==> src/rtl/add_pipe.sv <==
// add_pipe: pipelined WIDTH-bit adder/subtractor with a valid/ready handshake.
// The operands are split into STAGES chunks of CW = WIDTH/STAGES bits. Stage k
// resolves chunk k using the carry registered by stage k-1. Operand chunks that
// are not yet processed, and result chunks that are already done, ride along
// in skew registers.
// Optional feature macro: ADD_PIPE_FLAGS_EN. When it is defined, the signed
// overflow and zero flags are registered in the final stage. When it is not
// defined, ovf and zero are tied low.
//
// Handshake: advance = !out_valid || out_ready, and in_ready = advance. When
// advance is low, every stage (data and valid) holds. A bundle is accepted on
// any edge where in_valid && in_ready. A result is consumed on any edge where
// out_valid && out_ready. Both can happen on the same edge.
module add_pipe #(
    parameter int WIDTH  = 32,
    parameter int STAGES = 4
) (
    input  logic             clk,
    input  logic             rst,
    input  logic             in_valid,
    output logic             in_ready,
    input  logic             sub,
    input  logic             cin,
    input  logic [WIDTH-1:0] a,
    input  logic [WIDTH-1:0] b,
    output logic             out_valid,
    input  logic             out_ready,
    output logic [WIDTH-1:0] res,
    output logic             cout,
    output logic             ovf,
    output logic             zero
);

    localparam int CW   = WIDTH / STAGES;
    localparam int LAST = STAGES - 1;

    // Pipeline registers, one entry per stage. Entry k holds the output of stage k.
    logic [WIDTH-1:0] a_q [STAGES];
    logic [WIDTH-1:0] b_q [STAGES];
    logic [WIDTH-1:0] s_q [STAGES];
    logic             c_q [STAGES];
    logic             v_q [STAGES];

    // Stage inputs. These come from the ports for stage 0 and from the previous
    // stage's registers otherwise.
    logic [WIDTH-1:0] st_a [STAGES];
    logic [WIDTH-1:0] st_b [STAGES];
    logic [WIDTH-1:0] st_s [STAGES];
    logic             st_c [STAGES];
    logic             st_v [STAGES];

    // Stage results: the chunk sum with its carry, and the partial result word
    // with the new chunk merged in.
    logic [CW:0]      sum_n [STAGES];
    logic [WIDTH-1:0] s_n   [STAGES];

    logic advance;

    assign advance   = !out_valid || out_ready;
    assign in_ready  = advance;
    assign out_valid = v_q[LAST];
    assign res       = s_q[LAST];
    assign cout      = c_q[LAST];

    // Stage input selection. Subtraction is done as a + ~b + ~cin, so both the
    // operand B and the carry-in are inverted at the entry to stage 0.
    always_comb begin
        st_a[0] = a;
        st_b[0] = sub ? ~b : b;
        st_s[0] = '0;
        st_c[0] = sub ? ~cin : cin;
        st_v[0] = in_valid;
        for (int k = 1; k < STAGES; k++) begin
            st_a[k] = a_q[k-1];
            st_b[k] = b_q[k-1];
            st_s[k] = s_q[k-1];
            st_c[k] = c_q[k-1];
            st_v[k] = v_q[k-1];
        end
    end

    // Each stage adds its own chunk and merges the result into the running word.
    always_comb begin
        for (int k = 0; k < STAGES; k++) begin
            sum_n[k] = {1'b0, st_a[k][k*CW +: CW]}
                     + {1'b0, st_b[k][k*CW +: CW]}
                     + {{CW{1'b0}}, st_c[k]};
            s_n[k] = st_s[k];
            s_n[k][k*CW +: CW] = sum_n[k][CW-1:0];
        end
    end

    // Pipeline advance. The whole pipe moves or holds as one unit, so order is
    // preserved and bubbles move downstream without stalling the input.
    always_ff @(posedge clk) begin
        if (rst) begin
            for (int k = 0; k < STAGES; k++) begin
                a_q[k] <= '0;
                b_q[k] <= '0;
                s_q[k] <= '0;
                c_q[k] <= 1'b0;
                v_q[k] <= 1'b0;
            end
        end else if (advance) begin
            for (int k = 0; k < STAGES; k++) begin
                a_q[k] <= st_a[k];
                b_q[k] <= st_b[k];
                s_q[k] <= s_n[k];
                c_q[k] <= sum_n[k][CW];
                v_q[k] <= st_v[k];
            end
        end
    end

`ifdef ADD_PIPE_FLAGS_EN
    logic ovf_q;
    logic zero_q;

    // Flags are computed together with the final chunk. The operand sign bits
    // reach this point through the skew registers.
    always_ff @(posedge clk) begin
        if (rst) begin
            ovf_q  <= 1'b0;
            zero_q <= 1'b0;
        end else if (advance) begin
            ovf_q  <= (st_a[LAST][WIDTH-1] == st_b[LAST][WIDTH-1]) &&
                      (s_n[LAST][WIDTH-1] != st_a[LAST][WIDTH-1]);
            zero_q <= (s_n[LAST] == '0);
        end
    end

    assign ovf  = ovf_q;
    assign zero = zero_q;
`else
    assign ovf  = 1'b0;
    assign zero = 1'b0;
`endif

endmodule

==> config.mk <==
export PLATFORM = sky130hd
export DESIGN_NAME = add_pipe
export DESIGN_NICKNAME = d
export VERILOG_FILES = /design/src/rtl/add_pipe.sv
export SDC_FILE = /design/constraint.sdc
export NUM_CORES = 1
export LEC_CHECK = 0
export BUFFER_PORTS_ARGS = -buffer_cell sky130_fd_sc_hd__buf_2
export CAP_MARGIN = 0
export CORE_MARGIN = 3
export CORE_UTILIZATION = 49
export CTS_CLUSTER_SIZE = 14
export DETAILED_ROUTE_END_ITERATION = 8
export PLACE_DENSITY = 0.72
export SLEW_MARGIN = 15
export SYNTH_ARGS = -nofsm -noshare
export SYNTH_HDL_FRONTEND = slang
export SYNTH_SLANG_ARGS = --single-unit
==> constraint.sdc <==
create_clock -name clk -period 5.3 [get_ports clk]
set_clock_uncertainty 0.1 [all_clocks]
set_input_delay 0.53 -clock clk [delete_from_list [all_inputs] [get_ports clk]]
set_output_delay 0.53 -clock clk [all_outputs]
set_load 0.005 [all_outputs]
# == Word level (Yosys, flattened, before mapping) ==
# Memory sizes are Yosys's and may differ from the RTL's.
# Index checks and enable logic that the tools add are counted.
# op_classes
add_sub_neg,8
n_mul,0
div,0
n_lt_le_gt_ge,0
eq_ne,0
shifts,0
muxes,27
n_bitwise,22
reduce_logical,2
# op_table
cell,n
32-bit 2-to-1 mux,13
8-bit by 8-bit adder with 9-bit output,4
9-bit by 1-bit adder with 9-bit output,4
32-bit NOT,1
1-bit bitwise OR,20
1-bit 2-to-1 mux,14
1-bit logical NOT,1
1-bit logical OR,1
1-bit NOT,1
# totals
register_bits,0
latchBits,0
ram_bits,392
rom_bits,0
output_inout_bits,37
memories,5
# mem_list
name,words,word_bits,read_ports,rd_ports_with_merged_regs,write_ports,line,source
a_q,4,32,3,0,4,38,logic [WIDTH-1:0] a_q [STAGES];
b_q,4,32,3,0,4,39,logic [WIDTH-1:0] b_q [STAGES];
s_q,4,32,4,0,4,40,logic [WIDTH-1:0] s_q [STAGES];
c_q,4,1,4,0,4,41,logic c_q [STAGES];
v_q,4,1,4,0,4,42,logic v_q [STAGES];

# == Depth between registers and ports, before layout ==
# Gate-level depths: netlist of the first run.
# An unclocked memory read counts as a cell.
# depth
ltp_word,7
ltp_mapped,10

# == Least setup slack after synthesis of the first run ==
# Ideal clock, no wire load.
# synth_path
path_type,input port to flip-flop
startpoint,in rst
endpoint,"mem a_q[0][10], enable pin"
t_arrival_ns,4.949
required_ns,4.623
slack_ns,-0.327
path_stages,1
cell_sequence,nand2b_1
# synth_rtl
item,line,source
from (decl),19,"input logic rst,"
to (decl),38,

==> results of run 1 <==
Yosys cell counts, types with 3 or more instances:
cell and number:
nor3_1 20, or4_1 7, fa_1 8, inv_1 16, o2111ai_1 6, o21ai_0 23, and2_1 130, edfxtp_1 184
o21bai_1 3, o21a_1 5, nor2_1 42, nand2_1 4, nand2b_1 8, a21o_1 4, nor3b_1 3, nor2b_1 10
clkbuf_1 21, xor2_1 9, ha_1 28, a21oi_1 14, a211oi_1 10, buf_2 3, nand3_1 11, xnor2_1 27
cell families after synthesis:
kind of cell / after synthesis / synth area share (%)
buffers and inverters: 43 / 2.151
flip-flops: 184 / 65.96
other: 1 / 0.04477
XOR/XNOR: 36 / 3.764
adder cells (fa/ha/maj): 36 / 6.094
AND/OR/NAND/NOR: 241 / 16.52
AO/OA/AOI/OAI: 72 / 5.467
per-layer routing:
layer  track usage (%)  part of all wire, %  vias to the layer above
met3             4.228                  4.2                       28
met4             6.383                  2.2                        0
met2             25.82                   51                      121
met1             18.25                   42                     2234
met5                 0                    0                        -
li1                  -                    -                     2380
power by group:
| part | leakage [nW] | internal [mW] | switching [mW] |
|---|---|---|---|
| Combinational | 1.69 | 0.138 | 0.157 |
| Sequential | 2.18 | 1.72 | 0.0272 |
| Clock | 0.269 | 0.734 | 0.499 |
| Total | 4.14 | 2.59 | 0.684 |
final cells by class:
cell class / count / area share (%)
Clock buffer: 21 / 4.554
Clock inverter: 9 / 1.320
Inverter: 16 / 0.6210
Multi-Input combinational cell: 387 / 27.82
Sequential cell: 184 / 57.14
Tap cell: 220 / 2.846
Timing Repair Buffer: 106 / 5.706
state kept, by name, indices dropped and copies added (netlist names):
register,cells
a_q,48
b_q,48
v_q,4
s_q,80
c_q,4
per-stage QoR:
stage	worst slack (ps)	power [mW]	util [%]	instances	hold WS (ps)
after floorplan	1859	1.981	-	614	396.7
after global placement	1968	2.057	54.67	913	398.9
after detailed placement	1799	2.077	54.67	913	401.4
after CTS	2241	3.302	58.09	943	259.5
after global routing	2085	3.423	58.11	943	264.0
final	2225	3.277	58.11	943	281.1
final timing paths:
| check | startpoint | end |
|---|---|---|
| hold / removal | a[25] | a_q[0][25]$_SDFFCE_PN0P_ |
| hold reg to reg | b_q[0][62]$_SDFFCE_PN0P_ | b_q[0][94]$_SDFFCE_PN0P_ |
| setup / recovery | sub | s_q[0][6]$_SDFFCE_PN0P_ |
| setup reg to reg | c_q[0][1]$_SDFFCE_PN0P_ | c_q[0][2]$_SDFFCE_PN0P_ |
==> metrics.cfg, run 1 <==
[synth]
synth_flop_cell = edfxtp_1
synth-edff-count = 184
synth_top_area_share_pct = 65.96
ys_seq_area_share_pct = 65.96
synth_area_per_cell_um2 = 13.67
ys_ff_latch = 184
yosysWarnings = 0
synth_area_leaders = edfxtp_1 (66%), and2_1 (9.7%), ha_1 (4.2%)
synthesis.area_um2 = 8377
yosysTopAreaCell = edfxtp_1
synth_cell_types = 38
syn-instance-count = 613
async_reset_ff_share_pct = 0

[setup_path]
cp.arrival_ps = 3260
slowest_delay_ps = 750
crit_path_end_kind = flop
path_cells = buf_2, xor2_1, fa_1, inv_1, fa_1, nor2b_1, o31a_1, or4_1, nand3_1
cp_max_fo = 33
cp_slowest_cell = buf_2
cp.buffers_inverters = 2
r2r_setup_slack_ps = 2750
cpMostUsedCell = fa_1
cp_data_required_time_ps = 5490
reg2reg_depth = 6
worstSetupPathType = in2reg
critPathLaunchType = input pin
crit_family = buffers and inverters
cp.depth = 9

[cts]
clkTransAtPathRegs_ps = 60
post_cts_resized = 0
cts_root_buf = clkbuf_16
cts_inserted_buffers = 17
cts_tree = done
cts_hold_buf = 0
clk_latency_ps = 420
postCtsSetupRepairBufs = 0
clk_path_buf_depth = 2
cts.sinks = 184
htree_levels = 4

[placed_design]
place.gp.congestion = 0.8544
port-buffer-count = 104
place_area_um2 = 9099
dpl.hpwl_mm = 8.337

[die]
chipHeight_um = 136.8
pin_count = 107
fp-row-count = 47
die_w_um = 136.8
initial_utilization_pct = 50.33
dieArea_um2 = 18700
fp.coreArea_um2 = 16640

[cells_and_area]
nFillCells = 1302
area_growth_pct = 15.44
regArea_um2 = 5525
multiInputGateArea_um2 = 2690
postLayoutCellArea_um2 = 9671
layout-drive-gt1-share_pct = 18.81
layout.nets = 818
final_common_cell = edfxtp_1
antennaDiodeCount = 0
final_cell_mix = edfxtp_1 (184), and2_1 (130), buf_2 (104), nor2_1 (41), ha_1 (28)

[hold_path]
holdPathStages = 2
hold_path_class = in2reg

[routing]
dr.pass1.iters = 4
drtIter0Drc = 335
vias = 4763
avgViaCountPerCell = 5.051
drt-total-wl_mm = 13.36
drc = 0
ant_nets = 0
avgRoutedWirePerCell_um = 14.17

[global_routing]
grt-ovfl-total = 0
grt_start_max_net_pins = 185
grt.total_usage_pct = 15.21
antenna_found_initial = 0
grt_pass1_wl_mm = 21.94
grt_pass1_vias = 4653

[sta]
min_period_ps = 3075
fmax_mhz = 325.2
slew_headroom_pct = 33.10
hold_viol = 0
tns_ps = 0
post-route-period-util_pct = 58.03
drv_slew = 0
setup_viol = 0
grt_setup_unrepaired = false
tightest_slew_ps = 1004

[power]
p_leak_nw = 4.137
power_per_cell_area_nw_per_um2 = 338.9
ir_drop_mv = 0.2353

[run_status]
status = complete, no violations

[run]
maxCapViolCount = 0

Note: power is estimated with default switching activity, not from simulation.
==> inputs of run 2 (changes only) <==
- PLACE_DENSITY: 0.72 -> 0.69
- clock period: 5.3 -> 3 ns (I/O delays scaled with it)
==> run 2 against run 1 <==
Die area unchanged. Setup slack lost 1700 ps. Combinational power up 80%. Critical path type is now reg2reg. Critical endpoint is now c_q[0][2]$_SDFFCE_PN0P_. Largest power group unchanged.
==> metrics.cfg, run 2 (same netlist as run 1, synthesis figures left out) <==
[cts]
htree_levels = 4  ; unchanged
postCtsSetupRepairBufs = 0  ; unchanged
post_cts_resized = 0  ; unchanged
cts.sinks = 184  ; unchanged
clk_path_buf_depth = 2  ; unchanged
clk_latency_ps = 420  ; about the same
clkTransAtPathRegs_ps = 70  ; was 60 ps
cts_hold_buf = 0  ; unchanged
cts_inserted_buffers = 17  ; unchanged
cts_tree = done  ; unchanged
cts_root_buf = clkbuf_16  ; unchanged

[cells_and_area]
largest-register = s_q  ; unchanged
final_cell_mix = edfxtp_1 (184), and2_1 (130), buf_2 (104), nor2_1 (41), ha_1 (28)  ; unchanged
antennaDiodeCount = 0  ; unchanged
multiInputGateArea_um2 = 2690  ; unchanged
area_growth_pct = 15.91  ; was 15.44%
nFillCells = 1344  ; was 1302
layout.nets = 821  ; was 818
largest_reg_flops = 80  ; unchanged
regArea_um2 = 5525  ; unchanged
largestRegisters = s_q: 80 flops, a_q: 48 flops, b_q: 48 flops  ; unchanged
layout-drive-gt1-share_pct = 19.23  ; was 18.81%
final_common_cell = edfxtp_1  ; unchanged

[hold_path]
whs_endpoint = a_q[0][22]$_SDFFCE_PN0P_  ; was a_q[0][25]$_SDFFCE_PN0P_
hold_path_class = in2reg  ; unchanged
holdPathStages = 2  ; unchanged
hold_start = a[22]  ; was a[25]

[global_routing]
grt.total_usage_pct = 15.58  ; was 15.21%
grt-ovfl-total = 0  ; unchanged
grt-busiest-layer = met2  ; unchanged
grt_pass1_vias = 4729  ; was 4653
use_met3_pct = 4.081  ; was 4.228%
antenna_found_initial = 0  ; unchanged
grt_start_max_net_pins = 149  ; was 185
grt_pass1_wl_mm = 22.54  ; was 21.94 mm
use_met1_pct = 19.45  ; was 18.25%
use_met2_pct = 26.07  ; was 25.82%

[die]
dieArea_um2 = 18700  ; unchanged
fp-row-count = 47  ; unchanged
initial_utilization_pct = 50.33  ; unchanged
chipHeight_um = 136.8  ; unchanged
fp.coreArea_um2 = 16640  ; unchanged
pin_count = 107  ; unchanged
die_w_um = 136.8  ; unchanged

[setup_path]
cp_data_required_time_ps = 3080  ; was 5490 ps
r2r_setup_slack_ps = 530  ; was 2750 ps
cp.arrival_ps = 2550  ; was 3260 ps
crit_path_end_kind = flop  ; unchanged
cp.buffers_inverters = 0  ; was 2
cp_slowest_cell = fa_1  ; was buf_2
worstSetupStartpoint = c_q[0][1]$_SDFFCE_PN0P_  ; was sub
critPathLaunchType = flop  ; was input pin
worstSetupPathType = reg2reg  ; was in2reg
path_cells = fa_1, fa_1, a211oi_1, o21a_1, o21ai_0, o211a_1  ; was buf_2, xor2_1, fa_1, inv_1, fa_1, nor2b_1, o31a_1, or4_1, nand3_1
r2r_start = c_q[0][1]$_SDFFCE_PN0P_  ; unchanged
slowest_delay_ps = 500  ; was 750 ps
cpMostUsedCell = fa_1  ; unchanged
cp_max_fo = 3  ; was 33
crit_family = adder cells  ; was buffers and inverters
r2r_end = c_q[0][2]$_SDFFCE_PN0P_  ; unchanged
reg2reg_depth = 6  ; unchanged

[routing]
drt-total-wl_mm = 13.69  ; was 13.36 mm
vias = 4779  ; was 4763
ant_nets = 0  ; unchanged
dr.pass1.iters = 4  ; unchanged
drtIter0Drc = 270  ; was 335
avgRoutedWirePerCell_um = 14.44  ; was 14.17 um
avgViaCountPerCell = 5.041  ; was 5.051
drc = 0  ; unchanged

[sta]
whs_ps = 48.84  ; was 281.1 ps
drv_slew = 0  ; unchanged
grt_setup_unrepaired = false  ; unchanged
setup_slack_ps = 527.2  ; was 2225 ps
hold_viol = 0  ; unchanged
slew_headroom_pct = 58.42  ; was 33.10%
min_period_ps = 2473
fmax_mhz = 404.4
setup_viol = 0  ; unchanged
tightest_slew_ps = 623.7  ; was 1004 ps
post-route-period-util_pct = 82.43
tns_ps = 0  ; unchanged

[power]
ir_drop_mv = 0.4061  ; was 0.2353 mV
p_leak_nw = 4.158  ; was 4.137 nW
power_per_cell_area_nw_per_um2 = 591.7  ; was 338.9 nW/um^2
power.total_mw = 5.745  ; was 3.277 mW

[placed_design]
place_ws_ps = 424.7  ; was 1799 ps
place.gp.congestion = 0.8800  ; was 0.8544
port-buffer-count = 104  ; unchanged
dpl.hpwl_mm = 8.587  ; was 8.337 mm

[run]
maxCapViolCount = 0  ; unchanged

[run_status]
status = complete, no violations  ; unchanged

==> run 2: layer usage <==
| metal | part of all wire, % | routed length, um |
|---|---|---|
| met5 | 0 | 0 |
| met4 | 1.8 | 245 |
| met3 | 4.1 | 568 |
| met2 | 51 | 6944 |
| met1 | 43 | 5929 |
==> run 2: power breakdown <==
part / total (mW) / leakage (nW) / internal (mW) / switching (mW)
sequential: 3.09 / 2.18 / 3.04 / 0.0494
combinational: 0.531 / 1.71 / 0.248 / 0.283
clock: 2.12 / 0.266 / 1.21 / 0.909
==> run 2: worst max path at each step <==
stage,endpoint,depth (start not counted)
detailed placement,c_q[0][0]$_SDFFCE_PN0P_,9
floorplan,s_q[0][6]$_SDFFCE_PN0P_,10
CTS,c_q[0][2]$_SDFFCE_PN0P_,6
global route,c_q[0][2]$_SDFFCE_PN0P_,6
global placement,s_q[0][6]$_SDFFCE_PN0P_,9
finish,c_q[0][2]$_SDFFCE_PN0P_,6
==> run 2: area by class of cell <==
| cell class | count | area share, % |
|---|---|---|
| multi-input combinational | 387 | 27.71 |
| timing repair buffer | 109 | 6.134 |
| sequential | 184 | 56.91 |
| clock buffer | 18 | 4.420 |
| clock inverter | 14 | 1.379 |
| tap | 220 | 2.835 |
| inverter | 16 | 0.6186 |
==> run 2: stage by stage <==
step                      util (%)  cells  area (um^2)
after floorplan                  -    614         8388
after global placement       54.96    916         9146
after detailed placement     54.96    916         9146
after CTS                    58.34    948         9709
after global routing         58.34    948         9709
final                        58.34    948         9709
==> inputs of run 3 (changes only) <==
- clock period: 3 -> 2.38 ns (I/O delays scaled with it)
==> run 3 against run 2 <==
Non-clock buffer count rose by 30. Critical path type unchanged. Core utilization rose by 1.9 points. Critical path depth did not move. Sequential power rose by 26%. Register-to-register slack got worse by 430 ps. First-iteration DRC count rose by 18%. Cell area rose by 3.3%. Clock power rose by 24%.
==> metrics.cfg, run 3 (same netlist as run 1, synthesis figures left out) <==
[hold_path]
holdPathStages = 2  ; unchanged
hold_start = a[28]  ; was a[22]
whs_endpoint = a_q[0][28]$_SDFFCE_PN0P_  ; was a_q[0][22]$_SDFFCE_PN0P_
hold_path_class = in2reg  ; unchanged

[global_routing]
grt_pass1_wl_mm = 23.05  ; was 22.54 mm
use_met3_pct = 3.382  ; was 4.081%
grt_pass1_vias = 4891  ; was 4729
use_met2_pct = 27.30  ; was 26.07%
grt-busiest-layer = met2  ; unchanged
antenna_found_initial = 0  ; unchanged
grt.total_usage_pct = 15.96  ; was 15.58%
grt-ovfl-total = 0  ; unchanged
grt_start_max_net_pins = 79  ; was 149
use_met1_pct = 19.32  ; was 19.45%

[setup_path]
r2r_setup_slack_ps = 100  ; was 530 ps
r2r_start = c_q[0][0]$_SDFFCE_PN0P_  ; was c_q[0][1]$_SDFFCE_PN0P_
crit_family = adder cells  ; unchanged
cp.buffers_inverters = 0  ; unchanged
cp_slowest_cell = fa_1  ; unchanged
path_cells = fa_1, fa_1, a21oi_2, nor2_1, o21ai_1, a21oi_1  ; was fa_1, fa_1, a211oi_1, o21a_1, o21ai_0, o211a_1
worstSetupPathType = reg2reg  ; unchanged
critPathLaunchType = flop  ; unchanged
slowest_delay_ps = 500  ; about the same
cp.arrival_ps = 2340  ; was 2550 ps
cp_max_fo = 2  ; was 3
cpMostUsedCell = fa_1  ; unchanged
r2r_end = c_q[0][1]$_SDFFCE_PN0P_  ; was c_q[0][2]$_SDFFCE_PN0P_
cp_data_required_time_ps = 2440  ; was 3080 ps
reg2reg_depth = 6  ; unchanged
crit_path_end_kind = flop  ; unchanged

[cells_and_area]
regArea_um2 = 5525  ; unchanged
final_cells = 977  ; was 948
area_growth_pct = 19.73  ; was 15.91%
layout-drive-gt1-share_pct = 20.74  ; was 19.23%
layout.nets = 851  ; was 821
final_cell_mix = edfxtp_1 (184), and2_1 (130), buf_2 (104), nor2_1 (41), ha_1 (28)  ; unchanged
largestRegisters = s_q: 80 flops, a_q: 48 flops, b_q: 48 flops  ; unchanged
final_common_cell = edfxtp_1  ; unchanged
multiInputGateArea_um2 = 2721  ; was 2690 um^2
largest_reg_flops = 80  ; unchanged
final_util_pct = 60.27  ; was 58.34%
nFillCells = 1276  ; was 1344
postLayoutCellArea_um2 = 10030  ; was 9709 um^2
largest-register = s_q  ; unchanged
antennaDiodeCount = 0  ; unchanged

[sta]
tns_ps = 0  ; unchanged
tightest_slew_ps = 594.5  ; was 623.7 ps
fmax_mhz = 438.2  ; was 404.4 MHz
min_period_ps = 2282  ; was 2473 ps
drv_slew = 0  ; unchanged
whs_ps = 22.34  ; was 48.84 ps
post-route-period-util_pct = 95.88  ; was 82.43%
slew_headroom_pct = 60.37  ; was 58.42%
hold_viol = 0  ; unchanged
setup_viol = 0  ; unchanged
grt_setup_unrepaired = false  ; unchanged
setup_slack_ps = 98.09  ; was 527.2 ps

[routing]
avgViaCountPerCell = 5.035  ; was 5.041
drt-total-wl_mm = 14.27  ; was 13.69 mm
avgRoutedWirePerCell_um = 14.61  ; was 14.44 um
dr.pass1.iters = 4  ; unchanged
vias = 4919  ; was 4779
drtIter0Drc = 318  ; was 270
ant_nets = 0  ; unchanged
drc = 0  ; unchanged

[cts]
clk_latency_ps = 420  ; about the same
htree_levels = 4  ; unchanged
cts.sinks = 184  ; unchanged
clkTransAtPathRegs_ps = 60  ; was 70 ps
cts_root_buf = clkbuf_16  ; unchanged
cts_tree = done  ; unchanged
clk_path_buf_depth = 2  ; unchanged
cts_inserted_buffers = 17  ; unchanged
postCtsSetupRepairBufs = 0  ; unchanged

[die]
fp-row-count = 47  ; unchanged
dieArea_um2 = 18700  ; unchanged
initial_utilization_pct = 50.33  ; unchanged
pin_count = 107  ; unchanged
fp.coreArea_um2 = 16640  ; unchanged
die_w_um = 136.8  ; unchanged
chipHeight_um = 136.8  ; unchanged

[power]
pwr-share-clk_pct = 36.2  ; was 37.0%
pwr-share-seq_pct = 53.9  ; was 53.8%
swShare_pct = 21.12  ; was 21.60%
p_sw_mw = 1.527  ; was 1.241 mW
ir_drop_mv = 0.5693  ; was 0.4061 mV
p_int_mw = 5.704  ; was 4.504 mW
combPwrFrac_pct = 9.9  ; was 9.2%
p_leak_nw = 4.295  ; was 4.158 nW
power.total_mw = 7.231  ; was 5.745 mW
power_per_cell_area_nw_per_um2 = 720.9  ; was 591.7 nW/um^2

[run_status]
status = complete, no violations  ; unchanged

[placed_design]
dpl.hpwl_mm = 9.449  ; was 8.587 mm
place_ws_ps = -25.90  ; was 424.7 ps
place_area_um2 = 9286  ; was 9146 um^2
port-buffer-count = 104  ; unchanged
numPlacedInstances = 928  ; was 916
place.gp.congestion = 0.9295  ; was 0.8800

[run]
maxCapViolCount = 0  ; unchanged

[run 3: cell types whose count changed in the layout (fill, tap and decap cells not counted), moves of 2 or more]
cell and delta:
dlygate4sd3_1 +18, buf_4 +9, fa_1 -4, fa_2 +4
buf_12 +3, clkbuf_1 +2, clkinv_4 -2
[run 3: per-layer routing]
layer / vias up / share of wire (%)
met4: 0 / 2.7
met2: 118 / 51
met3: 29 / 3.9
met5: - / 0
met1: 2316 / 43
li1: 2456 / -
[run 3: layout make-up]
class,count,area share [%]
flip-flops and latches,184,55.09
multi-input cells,387,27.13
repair buffers,139,9.007
clock buffers,20,4.354
well taps,220,2.745
clock inverters,11,1.073
inverters,16,0.5988
[run 3: timing repair]
item,CTS,global route
hold buffers,18,0
endpoints found under the hold margin,18,0
endpoints found under the setup margin,3,5
resized for setup,2,4
pin swaps,0,1
[run 3: power groups by stage]
stage               Clock, mW  Sequential, mW  Combinational, mW
finish                   2.62            3.90              0.719
global placement            0            3.96              0.662
CTS                      2.66            3.90              0.720
detailed placement          0            3.97              0.692
floorplan                   0            3.95              0.465
global route             2.79            3.92              0.811
[run 3: worst max path at each step]
stage | startpoint | end | slack [ps] | depth (start not counted)
6_report | c_q[0][0]$_SDFFCE_PN0P_ | c_q[0][1]$_SDFFCE_PN0P_ | 100 | 6
5_1_grt | c_q[0][0]$_SDFFCE_PN0P_ | s_q[0][46]$_SDFFCE_PN0P_ | 10 | 6
4_1_cts | c_q[0][0]$_SDFFCE_PN0P_ | s_q[0][46]$_SDFFCE_PN0P_ | 40 | 6
3_5_place_dp | c_q[0][0]$_SDFFCE_PN0P_ | s_q[0][46]$_SDFFCE_PN0P_ | -30 | 6
3_3_place_gp | c_q[0][0]$_SDFFCE_PN0P_ | c_q[0][1]$_SDFFCE_PN0P_ | 90 | 6
2_1_floorplan | sub | s_q[0][6]$_SDFFCE_PN0P_ | 3 | 10
